### config.mk
export PLATFORM = sky130hd
export DESIGN_NAME = q_max_selector
export DESIGN_NICKNAME = d
export VERILOG_FILES = /design/src/rtl/q_max_selector_pkg.sv /design/src/rtl/q_max_selector_cmp2.sv /design/src/rtl/q_max_selector.sv
export SDC_FILE = /design/constraint.sdc
export NUM_CORES = 1
export LEC_CHECK = 0
export CORE_ASPECT_RATIO = 0.6
export CORE_MARGIN = 2
export CORE_UTILIZATION = 55
export CTS_BUF_LIST = sky130_fd_sc_hd__clkbuf_16
export CTS_CLUSTER_DIAMETER = 30
export DETAILED_ROUTE_END_ITERATION = 7
export PLACE_DENSITY_LB_ADDON = 0.05
export REMOVE_ABC_BUFFERS = 1
export SLEW_MARGIN = 20
export SYNTH_ARGS = -nofsm -noshare
export SYNTH_HDL_FRONTEND = slang
export SYNTH_SLANG_ARGS = --single-unit
### constraint.sdc
create_clock -name clk -period 21.5 [get_ports clk]
set_input_delay 4.3 -clock clk [delete_from_list [all_inputs] [get_ports clk]]
set_output_delay 4.3 -clock clk [all_outputs]
set_load 0.01 [all_outputs]
### src/rtl/q_max_selector_pkg.sv
// Shared constants and helpers for the Q-learning accelerator: action-width
// derivations and the exploration LFSR used by the selector.
package q_max_selector_pkg;

  localparam logic [15:0] DEFAULT_LFSR_SEED = 16'hACE1;
  // x^16 + x^14 + x^13 + x^11 + 1 -> feedback from bits 15, 13, 12, 10
  localparam logic [15:0] LFSR_TAPS = 16'hB400;

  function automatic int a_dur_width(input int l_width);
    return l_width / 2;
  endfunction

  function automatic int a_width(input int l_width);
    return 2 + a_dur_width(l_width);
  endfunction

  function automatic int n_level(input int l_width);
    return 1 << a_dur_width(l_width);
  endfunction

  function automatic int n_entry(input int l_width);
    return 4 * n_level(l_width);
  endfunction

  function automatic logic [15:0] lfsr_next(input logic [15:0] s);
    return {s[14:0], ^(s & LFSR_TAPS)};
  endfunction

endpackage

### src/rtl/q_max_selector_cmp2.sv
// Registered two-input signed compare-select cell of the argmax tree.
// On equal values the a-side (lower index) operand is kept.
module q_cmp2 #(
  parameter int Q_WIDTH = 16,
  parameter int A_WIDTH = 4
) (
  input  logic                      clk,
  input  logic                      rst,
  input  logic signed [Q_WIDTH-1:0] a_val_i,
  input  logic        [A_WIDTH-1:0] a_idx_i,
  input  logic                      a_vld_i,
  input  logic signed [Q_WIDTH-1:0] b_val_i,
  input  logic        [A_WIDTH-1:0] b_idx_i,
  input  logic                      b_vld_i,
  output logic signed [Q_WIDTH-1:0] y_val_o,
  output logic        [A_WIDTH-1:0] y_idx_o,
  output logic                      y_vld_o
);

  logic signed [Q_WIDTH-1:0] val_d, val_q;
  logic        [A_WIDTH-1:0] idx_d, idx_q;
  logic                      vld_q;
  logic                      take_b;

  always_comb begin
    take_b = (b_val_i > a_val_i);
    val_d  = take_b ? b_val_i : a_val_i;
    idx_d  = take_b ? b_idx_i : a_idx_i;
  end

  // Data only moves with a valid word so the tree root holds its last result.
  always_ff @(posedge clk) begin
    if (rst) begin
      vld_q <= 1'b0;
      val_q <= '0;
      idx_q <= '0;
    end else begin
      vld_q <= a_vld_i & b_vld_i;
      if (a_vld_i) begin
        val_q <= val_d;
        idx_q <= idx_d;
      end
    end
  end

  assign y_val_o = val_q;
  assign y_idx_o = idx_q;
  assign y_vld_o = vld_q;

endmodule

### src/rtl/q_max_selector.sv
// Finds the maximum Q value and its {road, level} action over one state's
// Q-table read, and produces an epsilon-greedy action from a free-running LFSR.
module q_max_selector
  import q_max_selector_pkg::*;
#(
  parameter int          L_WIDTH   = 4,
  parameter int          Q_WIDTH   = 16,
  parameter int          EPS_WIDTH = 8,
  parameter logic [15:0] LFSR_SEED = DEFAULT_LFSR_SEED
) (
  input  logic                                  clk,
  input  logic                                  rst,
  input  logic                                  in_valid,
  input  logic [Q_WIDTH*n_level(L_WIDTH)-1:0]   D_road0,
  input  logic [Q_WIDTH*n_level(L_WIDTH)-1:0]   D_road1,
  input  logic [Q_WIDTH*n_level(L_WIDTH)-1:0]   D_road2,
  input  logic [Q_WIDTH*n_level(L_WIDTH)-1:0]   D_road3,
  input  logic [EPS_WIDTH-1:0]                  eps,
  output logic                                  out_valid,
  output logic [Q_WIDTH-1:0]                    Q_max,
  output logic [a_width(L_WIDTH)-1:0]           A_max,
  output logic [a_width(L_WIDTH)-1:0]           A_sel,
  output logic                                  explore
);

  localparam int A_WIDTH = a_width(L_WIDTH);
  localparam int N_ENTRY = n_entry(L_WIDTH);
  localparam int N_NODE  = 2 * N_ENTRY - 1;

  // Road r, level i lands at entry k = r*N_LEVEL + i, i.e. k = {road, level}.
  logic [Q_WIDTH*N_ENTRY-1:0] d_all;
  assign d_all = {D_road3, D_road2, D_road1, D_road0};

  logic signed [Q_WIDTH-1:0] in_val_q [N_ENTRY];
  logic        [A_WIDTH-1:0] in_idx_q [N_ENTRY];
  logic                      in_vld_q;
  logic [15:0]               lfsr_q;
  logic [A_WIDTH:0]          exp_q;
  logic [A_WIDTH-1:0]        rnd_q [A_WIDTH+1];

  // Input stage: capture all (value, index) pairs and the exploration sideband.
  always_ff @(posedge clk) begin
    if (rst) begin
      in_vld_q <= 1'b0;
      lfsr_q   <= LFSR_SEED;
      exp_q[0] <= 1'b0;
      rnd_q[0] <= '0;
      for (int k = 0; k < N_ENTRY; k++) begin
        in_val_q[k] <= '0;
        in_idx_q[k] <= '0;
      end
    end else begin
      in_vld_q <= in_valid;
      lfsr_q   <= lfsr_next(lfsr_q);
      if (in_valid) begin
        exp_q[0] <= (lfsr_q[EPS_WIDTH-1:0] < eps);
        rnd_q[0] <= lfsr_q[15 -: A_WIDTH];
        for (int k = 0; k < N_ENTRY; k++) begin
          in_val_q[k] <= d_all[Q_WIDTH*k +: Q_WIDTH];
          in_idx_q[k] <= A_WIDTH'(k);
        end
      end
    end
  end

  // Heap-ordered tree: node n has children 2n+1 (lower indices) and 2n+2.
  logic signed [Q_WIDTH-1:0] node_val [N_NODE];
  logic        [A_WIDTH-1:0] node_idx [N_NODE];
  logic                      node_vld [N_NODE];

  for (genvar k = 0; k < N_ENTRY; k++) begin : g_leaf
    assign node_val[N_ENTRY-1+k] = in_val_q[k];
    assign node_idx[N_ENTRY-1+k] = in_idx_q[k];
    assign node_vld[N_ENTRY-1+k] = in_vld_q;
  end

  for (genvar n = 0; n < N_ENTRY - 1; n++) begin : g_cell
    q_cmp2 #(
      .Q_WIDTH (Q_WIDTH),
      .A_WIDTH (A_WIDTH)
    ) u_cmp (
      .clk     (clk),
      .rst     (rst),
      .a_val_i (node_val[2*n+1]),
      .a_idx_i (node_idx[2*n+1]),
      .a_vld_i (node_vld[2*n+1]),
      .b_val_i (node_val[2*n+2]),
      .b_idx_i (node_idx[2*n+2]),
      .b_vld_i (node_vld[2*n+2]),
      .y_val_o (node_val[n]),
      .y_idx_o (node_idx[n]),
      .y_vld_o (node_vld[n])
    );
  end

  // Valid of tree stage s is the leftmost node at depth A_WIDTH-s.
  logic [A_WIDTH:0] stage_vld;
  for (genvar s = 0; s <= A_WIDTH; s++) begin : g_stage_vld
    assign stage_vld[s] = node_vld[(1 << (A_WIDTH - s)) - 1];
  end

  // Tree stages: sideband follows its vector one level per cycle.
  always_ff @(posedge clk) begin
    if (rst) begin
      for (int s = 1; s <= A_WIDTH; s++) begin
        exp_q[s] <= 1'b0;
        rnd_q[s] <= '0;
      end
    end else begin
      for (int s = 1; s <= A_WIDTH; s++) begin
        if (stage_vld[s-1]) begin
          exp_q[s] <= exp_q[s-1];
          rnd_q[s] <= rnd_q[s-1];
        end
      end
    end
  end

  assign out_valid = node_vld[0];
  assign Q_max     = node_val[0];
  assign A_max     = node_idx[0];
  assign explore   = exp_q[A_WIDTH];
  assign A_sel     = exp_q[A_WIDTH] ? rnd_q[A_WIDTH] : node_idx[0];

endmodule
=== After elaboration in Yosys (flattened, before gate mapping) ===
Memory sizes are Yosys's and may differ from the RTL's.
Index checks and enable logic that the tools add are counted.

* Output and inout port bits: 26
* RAM bits: 340
* Bits in read-only memories: 0
* Input bits: 267
* Word-level logic and storage cells: 183
* Bits in latches: 0
* Flip-flop bits (word level): 326
* Memories kept: 3

* Shifts and indexed selects: 0
* Eq/ne operators: 0
* Multiplexer cells: 85
* Bitwise gates (word level): 37
* $lt $le $gt $ge: 16
* $add $sub $neg: 0
* $mul: 0
* Div/mod/pow operators: 0
* Reduce and logical (&&, ||, !) cells: 1

{| class="wikitable"
|+ Memory list
! memory !! words !! bits a word !! read ports !! clocked after Yosys merged registers in !! write ports !! line !! RTL
|-
| in_val_q || 16 || 16 || 16 || 0 || 16 || q_max_selector.sv:34 || <nowiki>logic signed [Q_WIDTH-1:0] in_val_q [N_ENTRY];</nowiki>
|-
| in_idx_q || 16 || 4 || 16 || 0 || 16 || q_max_selector.sv:35 || <nowiki>logic [A_WIDTH-1:0] in_idx_q [N_ENTRY];</nowiki>
|-
| rnd_q || 5 || 4 || 5 || 0 || 5 || q_max_selector.sv:39 || <nowiki>logic [A_WIDTH-1:0] rnd_q [A_WIDTH+1];</nowiki>
|}

{| class="wikitable"
|+ Operators with widths
! operator !! number
|-
| 16-bit 2-to-1 mux || 31
|-
| 16-bit > comparator || 15
|-
| 4-bit 2-to-1 mux || 37
|-
| 1-bit bitwise OR || 37
|-
| 1-bit 2-to-1 mux || 17
|-
| 16-bit parity || 1
|-
| 8-bit < comparator || 1
|}

=== Logic depth before layout (Yosys ltp) ===
Gate-level depths: netlist of run 1.

* Depth in word-level cells: 4
* Depth in mapped cells: 11
* Gate-level depth less buffers: 9

=== Hierarchy ===
A second synthesis of run 1 with hierarchy kept.

* Cells, all modules: 2,934
* Area, all modules: 31,306.3 sq um

{| class="wikitable"
|+ By module, submodules not included
! module !! instances !! area each (sq um) !! sequential area each (sq um) !! cells an instance
|-
| q_cmp2 || 15 || 1,340.0 || 420.4 || 150
|-
| q_max_selector || 1 || 11,205.7 || 8,828.5 || 684
|}

=== Least setup slack after synthesis of run 1 ===
No wires, ideal clock.

* Path kind: input -> register
* Start point: in rst
* End point: mem in_idx_q[15][2] (netlist: in_idx_q[1][30]), enable pin
* Arrival: 9.987 ns
* Path buffers: 2
* Required time: 20.887 ns
* Stages: 4
* Setup time: 0.613 ns
* Setup slack: 10.900 ns
* Cells stage by stage: clkbuf_1 -> buf_1 -> nor2_1 -> inv_1

{| class="wikitable"
|+ RTL lines
! item !! line !! RTL
|-
| start: declaration || q_max_selector.sv:12 || <nowiki>input logic rst,</nowiki>
|-
| end: declaration || q_max_selector.sv:35 ||
|}

==> results of run 1 <==
-- area by class of cell --
type | count | area [sq um] | share of cell area (%)
sequential | 582 | 14400 | 40.8
multi-input combinational | 1739 | 12800 | 36.2
timing repair buffer | 317 | 3130 | 8.85
clock buffer | 101 | 2530 | 7.15
inverter | 265 | 1000 | 2.83
tap | 693 | 867 | 2.45
clock inverter | 72 | 593 | 1.68
-- Yosys cell counts, types with 6 or more instances --
master / count
o21ai_1: 21
or2_2: 9
mux2i_1: 241
and3_1: 17
a2bb2oi_1: 6
nand2_1: 153
o311ai_0: 8
nand2b_1: 12
a21o_1: 29
dfxtp_1: 304
ha_1: 247
o21ai_0: 83
nand4_1: 62
o311ai_1: 10
nor2b_1: 123
buf_6: 8
a21oi_1: 97
a211oi_1: 125
nand3_1: 31
and2_1: 173
o22ai_1: 35
edfxtp_1: 278
buf_4: 17
inv_1: 264
nor4_1: 8
nor2_1: 157
clkbuf_1: 109
o211ai_1: 17
-- cell usage in the layout, fill, tap and decap left out, types with 12 or more instances in the layout --
cell	instances
a211oi_1	124
o22ai_1	35
and3_1	17
o21ai_0	83
a21oi_1	97
nor2_1	156
clkdlybuf4s50_1	291
edfxtp_1	278
buf_4	22
and2_1	173
ha_1	247
o211ai_1	17
inv_6	16
o21ai_1	21
a21o_1	29
mux2i_1	239
nand2b_1	12
nor2b_1	122
nand4_1	62
nand2_1	152
nand3_1	31
inv_1	270
dfxtp_1	301
clkbuf_16	101
-- stage by stage --
stage               instance area, sq um  total power, mW
floorplan                          28200             1.68
global placement                   32200             1.85
detailed placement                 32200             1.87
CTS                                35400             3.34
global route                       35400             3.46
finish                             35400             3.32
-- flip-flops by register name, summed over array words and instances (netlist names) --
| name | flops |
|---|---|
| in_val_q | 256 |
| g_cell.u_cmp.y_val_o | 240 |
| g_cell.u_cmp.y_idx_o | 37 |
| rnd_q | 20 |
| lfsr_q | 16 |
| exp_q | 4 |
| g_cell.u_cmp.y_vld_o | 4 |
| in_idx_q | 3 |
| explore | 1 |
| in_vld_q | 1 |
-- layer usage --
| metal | part of all wire, % | global-route usage [%] | up-vias |
|---|---|---|---|
| li1 | - | - | 10235 |
| met3 | 4.6 | 3.67 | 117 |
| met1 | 47 | 34.5 | 9839 |
| met4 | 2.2 | 6.92 | 0 |
| met5 | 0 | 0 | - |
| met2 | 46 | 40.3 | 456 |
-- worst paths after layout --
check        slack, ns                                  endpoint  depth (start not counted)                           from
max              14.59             in_val_q[1][10]$_SDFFCE_PN0P_                          5                       in_valid
min               0.42                     lfsr_q[10]$_SDFF_PP1_                          1           lfsr_q[9]$_SDFF_PP0_
max reg2reg      18.03  g_cell[13].u_cmp.y_val_o[9]$_SDFFE_PP0P_                          9  in_val_q[1][95]$_SDFFCE_PP0P_
min reg2reg       0.42                     lfsr_q[10]$_SDFF_PP1_                          1           lfsr_q[9]$_SDFF_PP0_
-- logic make-up (layout without fill, tap and decap cells) --
logic type	count (synthesis)	after routing	synth area share, %
compound gates	476	476	10.9
xor+xnor	3	3	0.0911
fa+ha+maj	247	247	10.7
buf+inv	405	755	5.77
flops	582	582	50.0
mux	247	247	8.64
simple gates	766	766	13.9
-- power by group --
part           internal [mW]  switching (mW)
logic                  0.261           0.298
registers               1.24          0.0544
clock network          0.893           0.571
-- worst max-delay path, cell delays in order --
cell and delay, ns:
clkdlybuf4s50_1 0.56, nor2_1 0.15, inv_8 0.47, buf_4 0.87
buf_6 0.67
==> flow_summary.ini, run 1 <==
[synth]
ys_ff_latch = 582
synthFlopType = dfxtp_1
avgSynthCellArea_sq_um = 10.6
synth.area.top_cells = edfxtp_1 (29%), dfxtp_1 (21%), ha_1 (11%), mux2i_1 (8.4%), and2_1 (3.8%)
async_reset_ff_share_pct = 0
yosys_warnings = 0
synth.largest_area_cell = edfxtp_1
synth_enable_flop_cells = 278
yosysTopAreaCellShare_pct = 28.9
netlist_instances = 2726
ys_seq_area_share_pct = 50.0
synth.distinct_cells = 58
synthesis.area_sq_um = 28800

[route]
drtPass1Iterations = 6
vias = 20647
drt-initial-drc-count = 1187
viasPerCell = 5.48
route.detailed.drc = 0
antenna_left = 0
wirelength_um = 67400
wire_per_inst_um = 17.9

[floorplan]
rows = 64
start_util_pct = 56.1
die_x_um = 300
chipHeight_um = 181
die-area_sq_um = 54300
io_pins = 293
core_sq_um = 51400

[worst_setup_path]
worstPathRequired_ns = 21.73
crit_type = primary input to flop
cp_max_fo = 105
worstPathArrival_ns = 7.14
endpoint_kind = flop
start_kind = primary input

[final_layout]
nFillCells = 3905
drive_above_1_share_pct = 7.02
syn_to_final_growth_pct = 22.7
instances_no_fill = 3769
final_util_pct = 68.8
antenna_cells = 0
fin_nets = 3511

[pwr]
peakVddDrop_v = 0.0000672
leakage_nw = 14.3
power_density_nw_per_um2 = 93.9

[clocking]
clock_path_buffers = 3
postCtsSetupRepairBufs = 0
clkTransAtPathRegs_ns = 0.06
cts-root-buf = clkbuf_16
cts_made_buffers = 92
cts_tree = built
cts_max_level = 3
post_cts_resized = 0
clkLatencyLatePin_ns = 0.63
cts_hold_repair.buffers = 0
cts.sinks = 582

[sta]
fin_crit_ns = 6.91
drv_slew = 0
fin_ws_ns = 14.59
worstMarginPinSlew_ns = 1.14
setup_tns_ns = 0
finalHoldViolCount = 0
relSlewSlack_pct = 24.0
max_freq_ghz = 0.145
hold_slack_ns = 0.419
finalSetupViolations = 0
skew_ns = 0.0227
rsz0062_at_grt = false
finalCritPeriodShare_pct = 32.1

[grt]
antenna_found_initial = 1
grt_pass1_wl_um = 108000
grt-ovfl-total = 0
grt_use_total_pct = 24.7
grt_max_degree = 108
grt_pass1_vias = 20874

[place]
dp.cells = 3595
dp_hpwl_um = 47800
gp_congestion = 0.878
dp_slack_ns = 13.59
port_buffers = 292

[flow_run]
maxCapViolCount = 0

[outcome]
status = finished, final reports clean

[hold_path]
hold_class = flop to flop
No activity file was read; power rests on OpenSTA's default activity.
==> inputs of run 2 (changes only) <==
CORE_UTILIZATION = 52   (was 55)
clock period = 5.95 ns   (was 21.5 ns; I/O delays follow)
==> run 2 against run 1 <==
Effect of this change:
- count of clock-buffer cells in the layout down 5
- clock power grew to 3.8 times the previous value
- non-clock buffer count decreased by 1
- largest cell class unchanged
- total power grew to 3.7 times the previous value
- critical endpoint is now g_cell[13].u_cmp.y_val_o[14]$_SDFFE_PP0P_
- first-iteration DRC count up 3.3%
- sequential share of layout area down 0.24 points
- final cell count increased by 0.66%
- clock skew is 0.0039 ns lower
- die area grew 5.7%
- global-route usage fell by 1.4 points
- combinational power rose to 3.6 times the previous value
==> flow_summary.ini, run 2 (synthesized netlist as in run 1, its figures left out) <==
[final_layout]
layout_common_cells = dfxtp_1 (301), clkdlybuf4s50_1 (291), edfxtp_1 (278)
layout_commonest_cell = dfxtp_1
final_util_pct = 65.3
syn_to_final_growth_pct = 23.4
stdcell_area_sq_um = 35600
fin_nets = 3512
instances_no_fill = 3794
largest_reg_flops = 256
largest_register = in_val_q
drive_above_1_share_pct = 7.08
antenna_cells = 0

[route]
wl_met2_um = 30400
route.detailed.drc = 0
route.met3.wl_um = 3100
vias = 20566
antenna_left = 0
viasPerCell = 5.42
highest_layer = met4
wirelength_um = 66900
drt-initial-drc-count = 1226
wire_per_inst_um = 17.6
drtPass1Iterations = 5
wl_met1_um = 32100

[pwr]
peakVddDrop_v = 0.000198
totalPowerFinal_mw = 12.3
power_density_nw_per_um2 = 345
leakage_nw = 14.4
power.share.combinational_pct = 16.5
internal-power_mw = 8.95
switchingPower_mw = 3.33
p_sw_share_pct = 27.1
pwr-share-clk_pct = 45.4
power_frac_seq_pct = 38.2

[floorplan]
io_pins = 293
die_x_um = 308
chipHeight_um = 186
core_sq_um = 54500
rows = 66
die-area_sq_um = 57400
start_util_pct = 52.9

[clocking]
cts_max_level = 3
cts-root-buf = clkbuf_16
post_cts_resized = 0
cts_tree = built
clkLatencyLatePin_ns = 0.64
cts_made_buffers = 94
cts_hold_repair.buffers = 0
postCtsSetupRepairBufs = 0
clock_path_buffers = 3
cts.sinks = 582
clkTransAtPathRegs_ns = 0.06

[place]
gp_congestion = 0.868
dp_hpwl_um = 47300
place_area_sq_um = 32300
dp.cells = 3615
dp_slack_ns = 1.99
port_buffers = 292

[worst_setup_path]
cp_max_fo = 12
crit_type = flop to flop
r2r_end = g_cell[13].u_cmp.y_val_o[14]$_SDFFE_PP0P_
worstPathArrival_ns = 3.83
endpoint_kind = flop
r2r-start = in_val_q[1][79]$_SDFFCE_PP0P_
r2r_cells = 10
cp_cell_sequence = inv_1 -> ha_1 -> nand4_1 -> nor4_1 -> a21boi_1 -> nor2_1 -> o211ai_1 -> buf_4 -> mux2i_1 -> o22ai_1
start_kind = flop
worstPathRequired_ns = 6.42
slowest_delay_ns = 0.59
r2r_slack_ns = 2.59
slowest_stage = o211ai_1

[grt]
grt_pass1_wl_um = 107000
antenna_found_initial = 0
grt_use_total_pct = 23.3
grt_pass1_vias = 20635
grt-ovfl-total = 0
grt_max_degree = 166

[flow_run]
maxCapViolCount = 0

[sta]
relSlewSlack_pct = 29.9
finalHoldViolCount = 0
fin_crit_ns = 3.36
skew_ns = 0.0189
worstMarginPinSlew_ns = 1.05
hold_slack_ns = 0.415
drv_slew = 0
rsz0062_at_grt = false
setup_tns_ns = 0
max_freq_ghz = 0.298
finalSetupViolations = 0
fin_ws_ns = 2.59
finalCritPeriodShare_pct = 56.4

[outcome]
status = finished, final reports clean

[hold_path]
hold_depth = 1
hold_class = flop to flop
min_from = lfsr_q[9]$_SDFF_PP0_
whs_endpoint = lfsr_q[10]$_SDFF_PP1_
[run 2: cell count changes in the layout (fill, tap and decap cells not counted), moves of 3 or more]
| cell | before | now |
|---|---|---|
| buf_12 | 0 | 3 |
| buf_4 | 22 | 18 |
| bufinv_16 | 2 | 12 |
| clkbuf_16 | 101 | 96 |
| inv_8 | 10 | 3 |
[run 2: power groups by stage]
| stage | Clock (mW) | Sequential [mW] | Combinational, mW |
|---|---|---|---|
| 6_report | 5.57 | 4.69 | 2.02 |
| 5_1_grt | 5.84 | 4.72 | 2.22 |
| 4_1_cts | 5.66 | 4.68 | 2.02 |
| 3_5_place_dp | 0 | 4.76 | 2.01 |
| 3_3_place_gp | 0 | 4.75 | 1.93 |
| 2_1_floorplan | 0 | 4.71 | 1.37 |
[run 2: cell type report]
type | count | area (sq um)
fill | 4239 | 18900
sequential | 582 | 14400
multi-input combinational | 1739 | 12800
timing repair buffer | 316 | 3160
clock buffer | 96 | 2400
inverter | 265 | 1000
tap | 714 | 893
clock inverter | 82 | 862
[run 2: how the worst max path moves through the flow]
stage | start | endpoint | slack, ns | cells after the start
finish | in_val_q[1][79]$_SDFFCE_PP0P_ | g_cell[13].u_cmp.y_val_o[14]$_SDFFE_PP0P_ | 2.59 | 10
global route | in_val_q[1][63]$_SDFFCE_PP0P_ | g_cell[12].u_cmp.y_val_o[15]$_SDFFE_PP0P_ | 2.37 | 9
global placement | rst | g_cell[11].u_cmp.y_val_o[4]$_SDFFE_PP0P_ | 2.13 | 5
floorplan | in_valid | in_idx_q[1][30]$_DFFE_PP_ | -0.92 | 2
detailed placement | rst | g_cell[11].u_cmp.y_val_o[5]$_SDFFE_PP0P_ | 1.99 | 5
CTS | in_val_q[1][79]$_SDFFCE_PP0P_ | g_cell[13].u_cmp.y_val_o[14]$_SDFFE_PP0P_ | 2.61 | 10
[run 2: worst max-delay path: cells and delay by family, from the launching register on]
| kind | cells | cell delay [ns] |
|---|---|---|
| AOI/OAI and AO/OA | 3 | 0.98 |
| and+or+nand+nor | 3 | 0.69 |
| buffers and inverters | 2 | 0.44 |
| muxes | 1 | 0.38 |
| DFF | 1 | 0.36 |
| adders and majority gates | 1 | 0.32 |
[run 2: layer usage]
layer / global-route usage (%) / vias up
li1: - / 10253
met3: 4.05 / 106
met2: 37.0 / 470
met4: 6.98 / 0
met5: 0 / -
met1: 32.6 / 9737
==> inputs of run 3 (changes only) <==
CORE_UTILIZATION = 55   (was 52)
clock period = 3.3 ns   (was 5.95 ns; I/O delays follow)
==> run 3 against run 2 <==
Effect of this change:
- die area decreased by 5.4%
- clock power increased by 78%
- count of clock-buffer cells in the layout increased by 2
- core utilization increased by 4.3 points
- sequential cell count unchanged
- critical path depth unchanged
- total power increased by 80%
- final cell count increased by 0.16%
- cell area increased by 0.57%
- largest cell class unchanged
==> flow_summary.ini, run 3 (synthesized netlist as in run 1, its figures left out) <==
[final_layout]
layout_commonest_cell = dfxtp_1
drive_above_1_share_pct = 7.95
layout_common_cells = dfxtp_1 (301), clkdlybuf4s50_1 (291), edfxtp_1 (278)
antenna_cells = 0
fin_nets = 3540
largest_register = in_val_q
largest_reg_flops = 256
syn_to_final_growth_pct = 24.1
stdcell_area_sq_um = 35800
instances_no_fill = 3800

[clocking]
cts_tree = built
cts.sinks = 582
clkTransAtPathRegs_ns = 0.06
clkLatencyLatePin_ns = 0.61
cts_made_buffers = 94
clock_path_buffers = 3
cts_max_level = 3
cts_hold_repair.buffers = 0
post_cts_resized = 0
postCtsSetupRepairBufs = 0
cts-root-buf = clkbuf_16

[hold_path]
hold_class = flop to flop

[route]
wirelength_um = 69600
wire_per_inst_um = 18.3
vias = 20959
antenna_left = 0
drt-initial-drc-count = 1520
route.detailed.drc = 0
viasPerCell = 5.52
drtPass1Iterations = 6

[worst_setup_path]
worstPathRequired_ns = 3.75
start_kind = flop
crit_type = flop to flop
r2r-start = in_val_q[1][95]$_SDFFCE_PP0P_
endpoint_kind = flop
startpoint = in_val_q[1][95]$_SDFFCE_PP0P_
r2r_slack_ns = 0.30
cp_max_fo = 9
r2r_end = g_cell[13].u_cmp.y_val_o[15]$_SDFFE_PP0P_
worstPathArrival_ns = 3.45
endpoint = g_cell[13].u_cmp.y_val_o[15]$_SDFFE_PP0P_
r2r_cells = 10

[floorplan]
die_x_um = 300
rows = 64
core_sq_um = 51400
io_pins = 293
chipHeight_um = 181
start_util_pct = 56.1
die-area_sq_um = 54300

[sta]
hold_slack_ns = 0.425
fin_crit_ns = 3.00
rsz0062_at_grt = false
finalCritPeriodShare_pct = 90.8
fin_ws_ns = 0.302
relSlewSlack_pct = 35.4
worstMarginPinSlew_ns = 0.969
finalHoldViolCount = 0
skew_ns = 0.0163
drv_slew = 0
max_freq_ghz = 0.334
finalSetupViolations = 0

[pwr]
power_density_nw_per_um2 = 618
totalPowerFinal_mw = 22.1
peakVddDrop_v = 0.000411
leakage_nw = 14.6

[grt]
antenna_found_initial = 0
grt_use_total_pct = 25.6
grt-ovfl-total = 0
grt_max_degree = 112
grt_pass1_wl_um = 111000
grt_pass1_vias = 20935

[place]
dp_slack_ns = 0.480
port_buffers = 292
dp.cells = 3623
dp_hpwl_um = 49900
place_area_sq_um = 32600
gp_congestion = 0.902

[flow_run]
maxCapViolCount = 0

[outcome]
status = finished, final reports clean
## run 3: cell count changes in the layout (fill, tap and decap cells not counted), moves of 4 or more
cell / delta
inv_8: +6
inv_6: +6
clkinv_1: -4
buf_4: +24
bufinv_16: -4
buf_12: +6
## run 3: metal layers
metal	vias to the layer above	track usage [%]	part of all wire [%]
li1	10314	-	-
met3	102	4.34	5.4
met5	-	0	0
met2	557	40.6	46
met4	0	7.02	1.9
met1	9986	36.4	47
## run 3: layout make-up
cell class	instances	area, sq um
Multi-Input combinational cell	1739	12800
Inverter	265	1000
Clock buffer	98	2450
Timing Repair Buffer	344	3430
Fill cell	3810	15600
Tap cell	693	867
Clock inverter	79	771
Sequential cell	582	14400
## run 3: worst max-delay path, cell delays in order (launching register included)
cell and delay, ns:
edfxtp_1 0.41, ha_1 0.35, nand4_1 0.18, nor4_1 0.56, a21boi_1 0.28, nor2_1 0.07, o211ai_1 0.22, buf_4 0.25
buf_4 0.20, mux2i_1 0.22, o22ai_1 0.09
## run 3: how the worst min path moves through the flow
stage | slack [ns] | to | start | cells after the start
detailed placement | 0.41 | lfsr_q[10]$_SDFF_PP1_ | lfsr_q[9]$_SDFF_PP0_ | 1
floorplan | 0.39 | lfsr_q[10]$_SDFF_PP1_ | lfsr_q[9]$_SDFF_PP0_ | 1
finish | 0.42 | lfsr_q[10]$_SDFF_PP1_ | lfsr_q[9]$_SDFF_PP0_ | 1
global route | 0.44 | lfsr_q[10]$_SDFF_PP1_ | lfsr_q[9]$_SDFF_PP0_ | 1
global placement | 0.40 | lfsr_q[10]$_SDFF_PP1_ | lfsr_q[9]$_SDFF_PP0_ | 1
CTS | 0.42 | lfsr_q[10]$_SDFF_PP1_ | lfsr_q[9]$_SDFF_PP0_ | 1
## run 3: where the power goes
part           total [mW]  internal [mW]  switching (mW)
sequential           8.46           8.09           0.373
clock                9.89           6.16            3.73
combinational        3.77           1.79            1.97
## run 3: per-stage QoR
| step | TNS (ns) | utilization (%) |
|---|---|---|
| final | 0 | 69.6 |
| after global routing | 0 | 69.6 |
| after CTS | 0 | 69.6 |
| after detailed placement | 0 | 63.3 |
| after global placement | 0 | 63.3 |
| after floorplan | -1126.38 | - |
